--- config.mk ---
export PLATFORM = sky130hd
export DESIGN_NAME = md4_round_engine
export DESIGN_NICKNAME = d
export VERILOG_FILES = /design/src/rtl/md4_pkg.sv /design/src/rtl/md4_step.sv /design/src/rtl/md4_round_engine.sv
export SDC_FILE = /design/constraint.sdc
export NUM_CORES = 2
export LEC_CHECK = 0
export ABC_AREA = 1
export CORE_MARGIN = 8
export CORE_UTILIZATION = 56
export DETAILED_ROUTE_END_ITERATION = 8
export PLACE_DENSITY_LB_ADDON = 0.15
export SLEW_MARGIN = 25
export SYNTH_ARGS = -nofsm -noshare
export SYNTH_HDL_FRONTEND = slang
export SYNTH_SLANG_ARGS = --single-unit
--- constraint.sdc ---
create_clock -name clk -period 7.35 [get_ports clk]
set_clock_uncertainty 0.1 [all_clocks]
set_input_delay 1.47 -clock clk [delete_from_list [all_inputs] [get_ports clk]]
set_output_delay 1.47 -clock clk [all_outputs]
set_load 0.01 [all_outputs]
--- src/rtl/md4_pkg.sv ---
`default_nettype none
// md4_pkg: MD4 round constants, shift/word-order tables, encodings and step primitives
// shared by the round engine and its step datapath.
package md4_pkg;

   typedef enum logic [1:0] {
      MODE_R1   = 2'd0,
      MODE_R2   = 2'd1,
      MODE_R3   = 2'd2,
      MODE_FULL = 2'd3
   } mode_t;

   typedef enum logic [1:0] {
      IDLE = 2'd0,
      RUN  = 2'd1,
      DONE = 2'd2
   } eng_state_t;

   typedef struct packed {
      logic [31:0] a;
      logic [31:0] b;
      logic [31:0] c;
      logic [31:0] d;
   } md4_state_t;

   localparam logic [31:0] K_TAB [3] = '{32'h0000_0000, 32'h5A82_7999, 32'h6ED9_EBA1};

   localparam logic [4:0] SHIFT_TAB [3][4] = '{
      '{5'd3, 5'd7, 5'd11, 5'd19},
      '{5'd3, 5'd5, 5'd9,  5'd13},
      '{5'd3, 5'd9, 5'd11, 5'd15}
   };

   localparam logic [3:0] WORD_TAB [3][16] = '{
      '{4'd0, 4'd1, 4'd2,  4'd3,  4'd4, 4'd5, 4'd6,  4'd7,  4'd8, 4'd9, 4'd10, 4'd11, 4'd12, 4'd13, 4'd14, 4'd15},
      '{4'd0, 4'd4, 4'd8,  4'd12, 4'd1, 4'd5, 4'd9,  4'd13, 4'd2, 4'd6, 4'd10, 4'd14, 4'd3,  4'd7,  4'd11, 4'd15},
      '{4'd0, 4'd8, 4'd4,  4'd12, 4'd2, 4'd10, 4'd6, 4'd14, 4'd1, 4'd9, 4'd5,  4'd13, 4'd3,  4'd11, 4'd7,  4'd15}
   };

   function automatic logic [31:0] k_of(input logic [1:0] r);
      case (r)
         2'd0:    return K_TAB[0];
         2'd1:    return K_TAB[1];
         default: return K_TAB[2];
      endcase
   endfunction

   function automatic logic [4:0] shift_of(input logic [1:0] r, input logic [1:0] p);
      case (r)
         2'd0:    return SHIFT_TAB[0][p];
         2'd1:    return SHIFT_TAB[1][p];
         default: return SHIFT_TAB[2][p];
      endcase
   endfunction

   function automatic logic [3:0] word_of(input logic [1:0] r, input logic [3:0] i);
      case (r)
         2'd0:    return WORD_TAB[0][i];
         2'd1:    return WORD_TAB[1][i];
         default: return WORD_TAB[2][i];
      endcase
   endfunction

   function automatic logic [31:0] f_r(input logic [1:0] r, input logic [31:0] b,
                                       input logic [31:0] c, input logic [31:0] d);
      case (r)
         2'd0:    return (b & c) | (~b & d);
         2'd1:    return (b & c) | (b & d) | (c & d);
         default: return b ^ c ^ d;
      endcase
   endfunction

   function automatic logic [31:0] rotl(input logic [31:0] v, input logic [4:0] s);
      logic [63:0] dbl;
      dbl = {v, v} << s;
      return dbl[63:32];
   endfunction

endpackage
`default_nettype wire

--- src/rtl/md4_step.sv ---
`default_nettype none
// md4_step: one combinational MD4 step. The updated word always sits in slot a, and the
// state is rotated (a,b,c,d) -> (d,new,b,c) so the next step again updates slot a.
module md4_step
   import md4_pkg::*;
(
   input  md4_state_t  st_in,
   input  logic [31:0] word,
   input  logic [1:0]  round,
   input  logic [1:0]  pos,
   output md4_state_t  st_out
);

   logic [31:0] sum;

   assign sum    = st_in.a + f_r(round, st_in.b, st_in.c, st_in.d) + word + k_of(round);
   assign st_out = {st_in.d, rotl(sum, shift_of(round, pos)), st_in.b, st_in.c};

endmodule
`default_nettype wire

--- src/rtl/md4_round_engine.sv ---
`default_nettype none
// md4_round_engine: iterative MD4 compression core running UNROLL chained steps per clock,
// executing one selected round or the full three-round compression with feed-forward.
module md4_round_engine
   import md4_pkg::*;
#(
   parameter int UNROLL = 1,
   parameter int W      = 32
) (
   input  logic          clk,
   input  logic          rst_n,
   input  logic          in_valid,
   output logic          in_ready,
   input  logic [1:0]    mode,
   input  logic [W-1:0]  a_in,
   input  logic [W-1:0]  b_in,
   input  logic [W-1:0]  c_in,
   input  logic [W-1:0]  d_in,
   input  logic [16*W-1:0] x,
   output logic          out_valid,
   input  logic          out_ready,
   output logic [W-1:0]  a_out,
   output logic [W-1:0]  b_out,
   output logic [W-1:0]  c_out,
   output logic [W-1:0]  d_out
);

   generate
      if (W != 32) begin : g_bad_width
         $error("md4_round_engine: W must be 32");
      end
      if (!(UNROLL == 1 || UNROLL == 2 || UNROLL == 4 || UNROLL == 8 || UNROLL == 16)) begin : g_bad_unroll
         $error("md4_round_engine: UNROLL must be 1, 2, 4, 8 or 16");
      end
   endgenerate

   localparam logic [5:0] STEP_INC = 6'(UNROLL);

   eng_state_t  state;
   mode_t       cur_mode;
   logic [5:0]  cnt;
   logic [5:0]  n_steps;
   md4_state_t  ws;
   md4_state_t  iv;
   logic [511:0] xr;
   md4_state_t  chain [UNROLL+1];

   assign n_steps  = (cur_mode == MODE_FULL) ? 6'd48 : 6'd16;
   assign chain[0] = ws;

   generate
      for (genvar u = 0; u < UNROLL; u++) begin : g_step
         logic [5:0]  t;
         logic [1:0]  rnd;
         logic [31:0] word;

         assign t    = cnt + 6'(u);
         // Full compression walks rounds 0..2 from the step index; single-round modes pin it.
         assign rnd  = (cur_mode == MODE_FULL) ? t[5:4] : cur_mode;
         assign word = xr[{word_of(rnd, t[3:0]), 5'd0} +: 32];

         md4_step u_step (
            .st_in  (chain[u]),
            .word   (word),
            .round  (rnd),
            .pos    (t[1:0]),
            .st_out (chain[u+1])
         );
      end
   endgenerate

   always_ff @(posedge clk or negedge rst_n) begin
      if (!rst_n) begin
         state     <= IDLE;
         cur_mode  <= MODE_R1;
         cnt       <= '0;
         ws        <= '0;
         iv        <= '0;
         xr        <= '0;
         in_ready  <= 1'b1;
         out_valid <= 1'b0;
         a_out     <= '0;
         b_out     <= '0;
         c_out     <= '0;
         d_out     <= '0;
      end else begin
         case (state)
            IDLE: begin
               if (in_valid && in_ready) begin
                  ws       <= {a_in, b_in, c_in, d_in};
                  xr       <= x;
                  cur_mode <= mode_t'(mode);
                  if (mode_t'(mode) == MODE_FULL) begin
                     iv <= {a_in, b_in, c_in, d_in};
                  end
                  cnt      <= '0;
                  in_ready <= 1'b0;
                  state    <= RUN;
               end
            end
            RUN: begin
               ws  <= chain[UNROLL];
               cnt <= cnt + STEP_INC;
               if (cnt + STEP_INC == n_steps) begin
                  state <= DONE;
               end
            end
            DONE: begin
               // First DONE cycle registers the result; then hold it until accepted.
               if (!out_valid) begin
                  out_valid <= 1'b1;
                  if (cur_mode == MODE_FULL) begin
                     a_out <= ws.a + iv.a;
                     b_out <= ws.b + iv.b;
                     c_out <= ws.c + iv.c;
                     d_out <= ws.d + iv.d;
                  end else begin
                     a_out <= ws.a;
                     b_out <= ws.b;
                     c_out <= ws.c;
                     d_out <= ws.d;
                  end
               end else if (out_ready) begin
                  out_valid <= 1'b0;
                  in_ready  <= 1'b1;
                  state     <= IDLE;
               end
            end
            default: state <= IDLE;
         endcase
      end
   end

endmodule
`default_nettype wire

==> run_results.csv <==
group,metric,value,unit
yosys,synth_nets,7721,
route,vias,52650,
finish,fin_area,0.06464,mm2
floorplanning,num_rows,112,
finish,syn2layout_area_growth,22.79,%
yosys,ys_ff_latch,908,
timing,hold_violations,0,
timing,maxSlewViolCount,0,
setup_path,path_max_fanout,76,
place,port-buffer-count,775,
clock_network,clock-sinks,908,
power_and_ir_drop,seqPwrFrac,46.8,%
finish,layout_common_cells,"nand2_1, o21ai_0, dfrtp_1",
setup_path,required,7.80,ns
floorplanning,ios,776,
power_and_ir_drop,pwr-share-clk,48.1,%
global_routing,grt_max_degree,240,
finish,nets,8281,
yosys,yosys_most_used_dff,"dfrtp_1",
worst_hold_path,hold_class,"reg -> reg",
yosys,synthDistinctLibCells,52,
power_and_ir_drop,swShare,22.69,%
route,drc,0,
yosys,ys_seq_area_share,43.16,%
power_and_ir_drop,p_int,8.261,mW
place,routabilityCongestion,1.001,
clock_network,cts_root_buf,"clkbuf_16",
finish,drive_gt1_share,4.088,%
clock_network,htree_levels,3,
clock_network,clock_latency,0.71,ns
timing,worstMarginPinSlew,1.086,ns
floorplanning,die_area,0.1041,mm2
setup_path,setup.worst_path.class,"reg -> reg",
clock_network,cts_buffer_depth,3,
timing,relSlewSlack,27.59,%
yosys,avgSynthCellArea,7.721,um2
route,vias_per_cell,6.028,
clock_network,cts_buffers,97,
global_routing,overflow,0,
route,antenna_left,0,
floorplanning,chipHeight,322.6,um
timing,period_needed,6.852,ns
status,run_status,"completed",
power_and_ir_drop,cellPowerDensity,165.3,mW/mm2
job,cap_violations,0,
setup_path,cp.arrival,7.30,ns
place,dpl_cell_area,0.06126,mm2
yosys,synthArstFlopShare,100.0,%
floorplanning,fp.dieW,322.6,um
setup_path,worstSetupStartpointType,"flip-flop",
route,first_iter_violations,7257,
timing,fmaxAchievable,145.9,MHz
global_routing,antenna_found_initial,24,
setup_path,end_kind,"flip-flop",
route,dr.pass1.iters,6,
global_routing,grt_pass1_vias,50720,
timing,setup_viol_count_final,0,
clock_network,ctsHoldBuffers,0,
clock_network,clk_pin_slew,0.06,ns
clock_network,ctsResizeCount,0,
power_and_ir_drop,ir_drop,199.1,uV
route,wl_per_cell,24.75,um
setup_path,cp_slowest_stage_delay,0.60,ns
clock_network,cts_tree,"done",
finish,layout.cells.non_filler,8734,
finish,mostFrequentLayoutCell,"nand2_1",
finish,fillers,7574,
power_and_ir_drop,switchingPower,2.425,mW
yosys,yosys_warnings,0,
place,hpwl,163.8,mm
timing,rsz0062_at_grt,"no",
timing,tns,0,ns
global_routing,grt_first_pass_wirelength,318.3,mm
route,wl,216.1,mm
yosys,synth_enable_flop_cells,0,
power_and_ir_drop,combPwrFrac,5.1,%
power_and_ir_drop,leakage,32.04,nW
global_routing,grt_util_all_layers,40.36,%
place,placed_cells,8533,
yosys,netlist_area,0.05264,mm2
yosys,postSynthCellCount,6818,
clock_network,post_cts_buffers,0,
floorplanning,core-area,0.09319,mm2
timing,min_period_over_period,93.22,%
floorplanning,start_util,56.49,%
setup_path,cp_slowest_cell,"o21ai_0",
-- logic make-up (layout without fill, tap and decap cells) --
kind of cell | count (synthesis) | after routing | synth area share (%)
buf+inv | 1111 | 1753 | 8.052
compound gates | 1764 | 1764 | 18.89
other cells | 0 | 20 | 0
xor+xnor | 107 | 107 | 1.780
mux | 34 | 34 | 0.7202
simple gates | 2637 | 2637 | 19.98
flops | 908 | 908 | 43.16
fa+ha+maj | 257 | 257 | 7.406
-- cells in the mapped netlist, types with 14 or more instances --
library cell | number | share of area, %
fa_1 | 91 | 3.5
o22ai_1 | 19 | 0.23
o21a_1 | 16 | 0.23
clkbuf_1 | 315 | 2.2
o21ai_0 | 938 | 8.9
nor2_1 | 172 | 1.2
o21bai_1 | 17 | 0.24
buf_2 | 40 | 0.38
nand3_1 | 275 | 2.6
buf_1 | 18 | 0.13
inv_1 | 722 | 5.1
a21oi_1 | 434 | 4.1
ha_1 | 166 | 3.9
xnor2_1 | 35 | 0.58
nand4_1 | 29 | 0.34
nand3b_1 | 14 | 0.20
mux2_2 | 31 | 0.66
o211ai_1 | 68 | 0.97
nor3_1 | 21 | 0.20
o221ai_1 | 167 | 2.8
dfrtp_1 | 907 | 43
o21ai_1 | 29 | 0.28
xor2_1 | 72 | 1.2
a31oi_1 | 16 | 0.19
nand2_1 | 2087 | 15
-- layer usage --
metal | global-route usage (%) | vias to the layer above | part of all wire [%]
met5 | 0 | - | 0.031
met4 | 22.88 | 10 | 6.7
met3 | 10.51 | 592 | 11
met2 | 60.32 | 3045 | 44
met1 | 53.33 | 25440 | 39
li1 | - | 23570 | -
-- path summary, 6_finish.rpt --
| kind | from | endpoint | slack [ns] | depth (start not counted) |
|---|---|---|---|---|
| worst max register to register | cur_mode[1] | chain[218] | 0.50 | 32 |
| worst min register to register | xr[171] | xr[171] | 0.36 | 2 |
| worst max-delay path | cur_mode[1] | chain[218] | 0.50 | 32 |
| worst min-delay path | xr[171] | xr[171] | 0.36 | 2 |
| max in group asynchronous | rst_n | iv[56] | 4.94 | 2 |
| min in group asynchronous | rst_n | xr[134] | 0.65 | 1 |
-- final cells by class --
| cell class | count | area [um2] | area share (%) |
|---|---|---|---|
| well taps | 1254 | 1569 | 2.427 |
| clock buffers | 144 | 2856 | 4.419 |
| clock inverters | 37 | 469.2 | 0.7259 |
| inverters | 734 | 2768 | 4.282 |
| repair buffers | 838 | 8414 | 13.02 |
| flip-flops and latches | 908 | 22720 | 35.15 |
| multi-input cells | 4799 | 25790 | 39.90 |
| diodes | 20 | 50.05 | 0.07743 |
-- power groups by stage --
stage | clock network, mW | registers [mW] | logic [mW]
6_report | 5.14 | 5.00 | 0.547
5_1_grt | 5.34 | 5.00 | 0.576
4_1_cts | 5.14 | 5.00 | 0.547
3_5_place_dp | 0 | 5.09 | 0.543
3_3_place_gp | 0 | 5.09 | 0.544
2_1_floorplan | 0 | 5.09 | 0.0137
-- per-stage QoR --
step           hold WS [ns]  setup WS, ns  total power [mW]  util [%]
2_1_floorplan        0.3367         1.670             5.105         -
3_3_place_gp         0.3487        0.7668             5.634     65.74
3_5_place_dp         0.3530        0.6502             5.633     65.74
4_1_cts              0.3674        0.5974             10.69     69.30
5_1_grt              0.3786       0.01602             10.91     69.35
6_report             0.3643        0.4981             10.69     69.36
-- worst max-delay path: cells and delay by family, from the launching register on --
kind	cells	cell delay [ns]
DFF	1	0.46
AOI/OAI and AO/OA	8	1.65
and+or+nand+nor	15	1.99
adders and majority gates	2	0.89
buffers and inverters	7	1.54
-- state kept, by name, indices dropped and copies added, names as in the netlist --
register,flops
xr,512
chain,128
iv,128
a_out,32
b_out,32
c_out,32
d_out,32
cnt,6
cur_mode,2
state,2
in_ready,1
out_valid,1
(Power assumes the default switching activity.)
